File: config.mk
export PLATFORM = sky130hd
export DESIGN_NAME = fifo_thresh
export DESIGN_NICKNAME = d
export VERILOG_FILES = /design/src/rtl/fifo_thresh.sv
export SDC_FILE = /design/constraint.sdc
export NUM_CORES = 1
export LEC_CHECK = 0
export CAP_MARGIN = 30
export CORE_MARGIN = 8
export CORE_UTILIZATION = 50
export CTS_CLUSTER_SIZE = 30
export DETAILED_ROUTE_END_ITERATION = 8
export HOLD_SLACK_MARGIN = 0.03
export PLACE_DENSITY = 0.72
export SETUP_SLACK_MARGIN = 0.15
export SLEW_MARGIN = 20
export SYNTH_ARGS = -nofsm -noshare
export SYNTH_HDL_FRONTEND = slang
export SYNTH_SLANG_ARGS = --single-unit
export TNS_END_PERCENT = 30
File: constraint.sdc
create_clock -name clk_i -period 3.9 [get_ports clk_i]
set_clock_uncertainty 0.2 [all_clocks]
set_input_delay 0.585 -clock clk_i [delete_from_list [all_inputs] [get_ports clk_i]]
set_output_delay 0.585 -clock clk_i [all_outputs]
set_load 0.05 [all_outputs]
File: src/rtl/fifo_thresh.sv
// fifo_thresh: synchronous valid/ready FIFO with occupancy count,
// programmable almost-full / almost-empty flags and a synchronous flush.
// All status outputs are registered and derived from the next-state count,
// so no input reaches an output combinationally. data_o is show-ahead.
module fifo_thresh #(
    parameter int SIZEDATA   = 32,
    parameter int DEPTHFIFO  = 8,
    parameter int AFULL_LVL  = DEPTHFIFO - 2,
    parameter int AEMPTY_LVL = 1
) (
    input  logic                            clk_i,
    input  logic                            rst_i,
    input  logic                            flush_i,
    input  logic                            valid_i,
    input  logic [SIZEDATA-1:0]             data_i,
    output logic                            ready_o,
    output logic                            valid_o,
    output logic [SIZEDATA-1:0]             data_o,
    input  logic                            ready_i,
    output logic [$clog2(DEPTHFIFO):0]      count_o,
    output logic                            almost_full_o,
    output logic                            almost_empty_o
);
    localparam int BITSCONT = $clog2(DEPTHFIFO);
    localparam logic [BITSCONT:0] DEPTH_C  = (BITSCONT + 1)'(DEPTHFIFO);
    localparam logic [BITSCONT:0] AFULL_C  = (BITSCONT + 1)'(AFULL_LVL);
    localparam logic [BITSCONT:0] AEMPTY_C = (BITSCONT + 1)'(AEMPTY_LVL);

    // Reject configurations the pointer arithmetic or flag logic cannot honour.
    if (DEPTHFIFO < 2 || (DEPTHFIFO & (DEPTHFIFO - 1)) != 0) begin : g_bad_depth
        $error("fifo_thresh: DEPTHFIFO must be a power of two and >= 2");
    end
    if (AFULL_LVL < 1 || AFULL_LVL > DEPTHFIFO) begin : g_bad_afull
        $error("fifo_thresh: AFULL_LVL must lie in 1..DEPTHFIFO");
    end
    if (AEMPTY_LVL < 0 || AEMPTY_LVL > DEPTHFIFO - 1) begin : g_bad_aempty
        $error("fifo_thresh: AEMPTY_LVL must lie in 0..DEPTHFIFO-1");
    end

    logic [SIZEDATA-1:0] mem_q [DEPTHFIFO];

    logic [BITSCONT-1:0] wr_ptr_q, wr_ptr_d;
    logic [BITSCONT-1:0] rd_ptr_q, rd_ptr_d;
    logic [BITSCONT:0]   count_q,  count_d;
    logic                ready_q,  ready_d;
    logic                valid_q,  valid_d;
    logic                afull_q,  afull_d;
    logic                aempty_q, aempty_d;

    logic push;
    logic pop;
    logic wr_en;

    // Handshakes use only registered status, so they never form a comb loop.
    assign push  = valid_i && ready_q;
    assign pop   = valid_q && ready_i;
    assign wr_en = push && !flush_i;

    // Next pointers, count and status flags; flush discards any transfer.
    always_comb begin
        wr_ptr_d = wr_ptr_q;
        rd_ptr_d = rd_ptr_q;
        count_d  = count_q;
        if (flush_i) begin
            wr_ptr_d = '0;
            rd_ptr_d = '0;
            count_d  = '0;
        end else begin
            if (push) begin
                wr_ptr_d = wr_ptr_q + 1'b1;
            end
            if (pop) begin
                rd_ptr_d = rd_ptr_q + 1'b1;
            end
            case ({push, pop})
                2'b10:   count_d = count_q + 1'b1;
                2'b01:   count_d = count_q - 1'b1;
                default: count_d = count_q;
            endcase
        end
        ready_d  = (count_d != DEPTH_C);
        valid_d  = (count_d != '0);
        afull_d  = (count_d >= AFULL_C);
        aempty_d = (count_d <= AEMPTY_C);
    end

    // Control state; ready stays low until the first edge after reset.
    always_ff @(posedge clk_i or posedge rst_i) begin
        if (rst_i) begin
            wr_ptr_q <= '0;
            rd_ptr_q <= '0;
            count_q  <= '0;
            ready_q  <= 1'b0;
            valid_q  <= 1'b0;
            afull_q  <= 1'b0;
            aempty_q <= 1'b1;
        end else begin
            wr_ptr_q <= wr_ptr_d;
            rd_ptr_q <= rd_ptr_d;
            count_q  <= count_d;
            ready_q  <= ready_d;
            valid_q  <= valid_d;
            afull_q  <= afull_d;
            aempty_q <= aempty_d;
        end
    end

    // Storage array; contents survive flush and reset (only pointers move).
    always_ff @(posedge clk_i) begin
        if (wr_en) begin
            mem_q[wr_ptr_q] <= data_i;
        end
    end

    assign data_o         = mem_q[rd_ptr_q];
    assign ready_o        = ready_q;
    assign valid_o        = valid_q;
    assign count_o        = count_q;
    assign almost_full_o  = afull_q;
    assign almost_empty_o = aempty_q;

endmodule

# Word level (Yosys, flattened, before mapping)
# Memory sizes are Yosys's and may differ from the RTL's.
# Cells that the tools add are included.
# op_classes
addsub	4
reduce_logical	7
n_eq_ne	3
muxes	8
order_cmp	2
# op_table
operator	count
$mux W3	4
$pmux W4 S2	1
$add A3 B1 Y3 const B	2
$add A4 B1 Y4 const B	1
$ge A4 B3 Y1 const B	1
$le A4 B1 Y1 const B	1
$mux W4	1
$ne A4 B4 Y1 const B	1
$reduce_bool A2 Y1	2
$reduce_bool A4 Y1	1
$sub A4 B1 Y4 const B	1
$logic_and A1 B1 Y1	3
$eq A2 B1 Y1 const B	1
$eq A2 B2 Y1 const B	1
$mux W1	2
$logic_not A1 Y1	1
# word_totals
mem_count	1
ff_bits	14
ram_bits	256
elab_cells	32
# memory_table
name	depth	word_bits	rd	rd_clocked_by_memory_dff	write_ports	line_no	source
mem_q	8	32	1	0	1	40	logic [SIZEDATA-1:0] mem_q [DEPTHFIFO];

# Depth between registers and ports, before layout
# depth
word_depth	5
mapped_depth	9
mapped_depth_nobuf	9

# Worst setup path before layout
# No wires, ideal clock.
# synth_timing
kind	flip-flop to flip-flop
startpoint	register ready_q (netlist: ready_o)
endpoint	memory mem_q[0][0], enable pin
setup_ns	0.461
t_arrival_ns	3.523
period_less_slack_ns	4.184
stages_incl_launch_ff	4
required_ns	3.239
setup_slack_ns	-0.284
path_cell_list	dfrtp_1 > nand2_1 > or3_1 > nor3_1
# synth_between
elab_chain_cells	4
# synth_lines
element	line_no	source
from (decl)	45	logic ready_q, ready_d;
from (signal assigned)	101	ready_q <= ready_d;
$logic_and A1 B1 Y1	55	assign push = valid_i && ready_q;
$logic_and A1 B1 Y1	57	assign wr_en = push && !flush_i;
$mux W1	110	if (wr_en) begin
$mux W1 (implied by the code)	111	mem_q[wr_ptr_q] <= data_i;
to (decl)	40	
# No other way between the ends.

# Final worst setup path
# layout_timing
startpoint	register rd_ptr_q[0]
endpoint	output data_o[18]
# layout_between
elab_chain_cells	1
# layout_lines
element	line_no	source
from (decl)	43	logic [BITSCONT-1:0] rd_ptr_q, rd_ptr_d;
from (signal assigned)	99	rd_ptr_q <= rd_ptr_d;
$mem_v2 Z8 W32	n/a	
to (decl)	18	output logic [SIZEDATA-1:0] data_o,
# No other way between the ends.

==> flow_summary.toml <==
[sta]
grt_setup_unrepaired = "false"
fin_ws_ns = 0.2895
worstMarginPinSlew_ns = 0.5832
whs_ns = 0.2352
slew_headroom_pct = 61.08
max_freq_ghz = 0.2770
slew_viol_final = 0
period_needed_ns = 3.610
hold_viol_final = 0
setup_viol = 0
fin_crit_sh_pct = 92.58

[place]
gp_congestion = 0.7322
post-place-cells = 809
place_area_um2 = 11740
hpwl_mm = 11.87
dp_slack_ns = 0.7923
numPortBuffers = 76

[clock_network]
clk_pin_slew_worst_paths_ns = 0.06
clkLatencyLatePin_ns = 0.51
tritoncts = "yes"
cts-root-buf = "clkbuf_16"
cts_resized = 0
cts_setup_buffers = 0
clockBufferDepth = 3
cts_hold_buf = 0
cts_max_level = 1
clock-sinks = 270
numCtsBuffers = 27

[setup_path]
cp-startpoint = "rd_ptr_q[0]"
start_kind = "flop"
worstReg2RegStart = "ready_o"
required_ns = 3.12
rrSetupSlack_ns = 1.58
crit_end = "data_o[18]"
worstPathArrival_ns = 2.83
cp_max_fo = 34
endpoint_kind = "output port"
r2r_end = "mem_q[0][19]"
crit_type = "reg2out"
ff2ff_path_depth = 4

[finish]
drive_gt1_share_pct = 25.09
diodes = 0
n_fill_cell = 1446
stdcell_count = 857
post-route-util_pct = 60.44
final_area_um2 = 12580
fin_nets = 604
layout_commonest_cell = "edfxtp_1"
area_growth_pct = 20.00
final_cell_mix = "edfxtp_1, clkdlybuf4s50_1, mux4_2"

[floorplan]
pin_count = 77
die_x_um = 160.8
start_util_pct = 50.37
coreArea_um2 = 20820
core.rowCount = 53
die_area_um2 = 25860
die_h_um = 160.8

[logic_synthesis]
async_reset_ff_share_pct = 5.185
synth_nets = 499
yosysSeqAreaShare_pct = 76.65
synth_cell_types = 34
synth-edff-count = 256
postSynthAreaPerCell_um2 = 22.90
ys_warn_count = 0
yosys-top-cells-area = "edfxtp_1, mux4_2, mux4_1"
synth_cells = 458
synth.top_cell.area_share_pct = 73.30
yosysTopAreaCell = "edfxtp_1"
ys_seq_elements = 270
synthFlopType = "edfxtp_1"
netlist_area_um2 = 10490

[drt]
dr.pass1.iters = 4
vias_per_cell = 5.607
routed_wl_mm = 20.00
ant_nets = 0
drcViolationCount = 0
dr_total_vias = 4805
wl_per_cell_um = 23.34
drt-initial-drc-count = 239

[grt]
grt_max_degree = 41
grt_pass1_vias = 5408
antenna_found_initial = 1
overflow = 0
grt_util_all_layers_pct = 15.73
grt_pass1_wl_mm = 31.21

[outcome]
status = "completed"

[power_and_ir_drop]
peakVddDrop_mv = 0.4149
leakagePower_nw = 4.026
powerDensity_nw_per_um2 = 582.3

[run]
cap_violations = 0

[worst_hold_path]
hp-class = "in2async"
[cell usage after synthesis (all sizes together), types with 2 or more instances]
| cell type | n |
|---|---|
| dfrtp | 13 |
| or3 | 2 |
| mux4 | 64 |
| mux2 | 32 |
| nand2b | 3 |
| nand2 | 9 |
| xnor2 | 3 |
| clkbuf | 9 |
| nor3 | 4 |
| nand3 | 5 |
| buf | 11 |
| edfxtp | 256 |
| a21oi | 6 |
| mux2i | 3 |
| ha | 4 |
| inv | 4 |
| xor2 | 4 |
| nor2 | 16 |
| nor3b | 2 |
[power breakdown]
group	switching, mW	internal (mW)
combinational	0.875	0.659
clock	1.01	1.46
sequential	0.0558	3.27
total	1.94	5.39
[stage by stage]
stage	power [mW]	setup TNS [ns]
after floorplan	4.511	-3.116
after detailed placement	4.941	0
final	7.328	0
after global placement	4.913	0
after CTS	7.399	0
after global routing	7.597	0
[how the worst min path moves through the flow]
stage	slack (ns)	startpoint	cells after the start	endpoint
5_1_grt	0.28	rst_i	2	count_o[1]
3_3_place_gp	0.37	wr_ptr_q[0]	2	wr_ptr_q[0]
4_1_cts	0.23	rst_i	2	count_o[1]
3_5_place_dp	0.40	wr_ptr_q[0]	2	wr_ptr_q[0]
6_report	0.24	rst_i	2	almost_full_o
2_1_floorplan	0.27	rst_i	1	almost_full_o
[final cells by class]
type / count / area, µm² / share of cell area [%]
clock buffers: 32 / 694.4 / 5.518
clock inverters: 16 / 152.6 / 1.213
well taps: 275 / 344.1 / 2.734
repair buffers: 96 / 985.9 / 7.835
multi-input cells: 164 / 2347 / 18.65
inverters: 4 / 15.01 / 0.1193
flip-flops and latches: 270 / 8045 / 63.93
[critical path, cell delays in order (launching register included)]
cell	delay, ns
dfrtp_4	0.44
buf_12	0.27
mux4_1	0.60
mux2_2	0.27
clkdlybuf4s50_1	0.70
[sequential cells by signal, summed over array words and instances (netlist names)]
signal / cells
count_o: 4
ready_o: 1
almost_empty_o: 1
mem_q: 256
almost_full_o: 1
valid_o: 1
wr_ptr_q: 3
rd_ptr_q: 3
[routing by layer]
| layer | wire [µm] | global-route usage [%] | up-vias |
|---|---|---|---|
| li1 | - | - | 2129 |
| met1 | 8319 | 19.80 | 2523 |
| met2 | 10260 | 27.22 | 119 |
| met3 | 1058 | 3.276 | 32 |
| met4 | 350 | 4.419 | 2 |
| met5 | 13 | 0 | - |
[kinds of logic after synthesis]
family                   share of synthesized area [%]
flip-flops                                       76.65
AND/OR/NAND/NOR                                  1.933
XOR/XNOR                                        0.5846
buffers and inverters                            1.551
adder cells (fa/ha/maj)                         0.4772
multiplexers                                     18.18
AO/OA/AOI/OAI                                   0.6204
Power figures use the tool's default switching activity.
==> edit, RTL diff (config.mk and constraints unchanged) <==
The parameter `SIZEDATA` goes from 32 to 64.
--- a/src/rtl/fifo_thresh.sv
+++ b/src/rtl/fifo_thresh.sv
@@ -4,5 +4,5 @@
 // so no input reaches an output combinationally. data_o is show-ahead.
 module fifo_thresh #(
-    parameter int SIZEDATA   = 32,
+    parameter int SIZEDATA   = 64,
     parameter int DEPTHFIFO  = 8,
     parameter int AFULL_LVL  = DEPTHFIFO - 2,
Ports: changed (resized data_i and data_o); port bits go from 77 to 141. The function was not compared with the original's and may differ.
==> edit against the original RTL <==
Sequential cell count is 256 higher. Design area is 91% higher. Die area is 80% higher. Routed wire length is 94% higher. Global-route usage is 0.75 points higher. Worst setup slack worse by 0.17 ns. Via count is 85% higher. Area after synthesis is 91% higher. Core utilization is 0.50 points higher. Total power is 93% higher. Maximum frequency is 4.6% lower. Highest routed layer unchanged.
==> edit: results <==
set metrics [dict create \
    wl_per_cell_microns 24.5 \
    netlist_top_cells_area "edfxtp_1, mux4_2, mux2_2" \
    grt_usage 0.165 \
    antenna_found_initial 6 \
    synth_compound_area_frac 0.00326 \
    yosysSeqAreaShare 0.787 \
    pg_seq_mw 6.44 \
    synthMuxAreaShare 0.182 \
    vias_per_cell 5.61 \
    status "completed" \
    regMostFlops "mem_q" \
    slew-limit-headroom 0.545 \
    met1Wirelength_mm 17.2 \
    dp_hpwl_mm 21.4 \
    peakVddDrop_v 0.000345 \
    clk_latency_ns 0.57 \
    p_switching_mw 3.65 \
    syn-num-nets 900 \
    p_clk_mw 4.94 \
    synthArstFlopShare 0.0266 \
    syn_inst 827 \
    largest_reg_flops 512 \
    post_cts_buffers 4 \
    finalWirelength_mm 38.9 \
    cts_max_level 2 \
    regArea_sq_mm 0.0157 \
    synth_cell_type_count 30 \
    dp.cells 1486 \
    swShare 0.257 \
    met1_usage 0.229 \
    synthXorXnorAreaFrac 0.00307 \
    preCtsSetupSlack_ns 0.483 \
    cts_buffers 51 \
    hp-class "in2async" \
    place_area_sq_mm 0.0223 \
    num-nets-final 1091 \
    met2_usage 0.266 \
    synth_commonest_cells "edfxtp_1, mux4_2, mux2_2, nor2_1, dfrtp_1" \
    grt_use_met3 0.0341 \
    drive_above_1_share 0.296 \
    nFillCells 2685 \
    crit_arrival_ns 3.00 \
    gp_congestion 0.725 \
    grt_pass1_wl_mm 58.6 \
    io_buffers 140 \
    drtIter0Drc 672 \
    grt_max_degree 65 \
    cp_max_fo 22 \
    synth_enable_flop_cells 512 \
    cts_resized 19 \
]
[edit: cell types whose count changed after synthesis, moves of 7 or more]
cell      before  now
mux2_2        32   64
mux4_1        20    0
buf_1          3   10
buf_6          2   11
edfxtp_1     256  512
mux4_2        44  128
[edit: cell type report]
class	count	share of cell area
antenna	2	0.000208
clock buffer	62	0.0547
timing repair buffer	175	0.0796
tap	525	0.0273
inverter	4	0.000623
multi-input combinational	260	0.169
sequential	526	0.653
clock inverter	34	0.0155
[edit: final timing paths]
check / endpoint / startpoint / slack [ns]
max reg2reg: mem_q[0][25] / ready_o / 1.42
min in group clk_i: wr_ptr_q[0] / wr_ptr_q[0] / 0.40
max: data_o[19] / rd_ptr_q[0] / 0.12
max in group asynchronous: rd_ptr_q[2] / rst_i / 2.89
min reg2reg: wr_ptr_q[0] / wr_ptr_q[0] / 0.40
min: count_o[2] / rst_i / 0.16
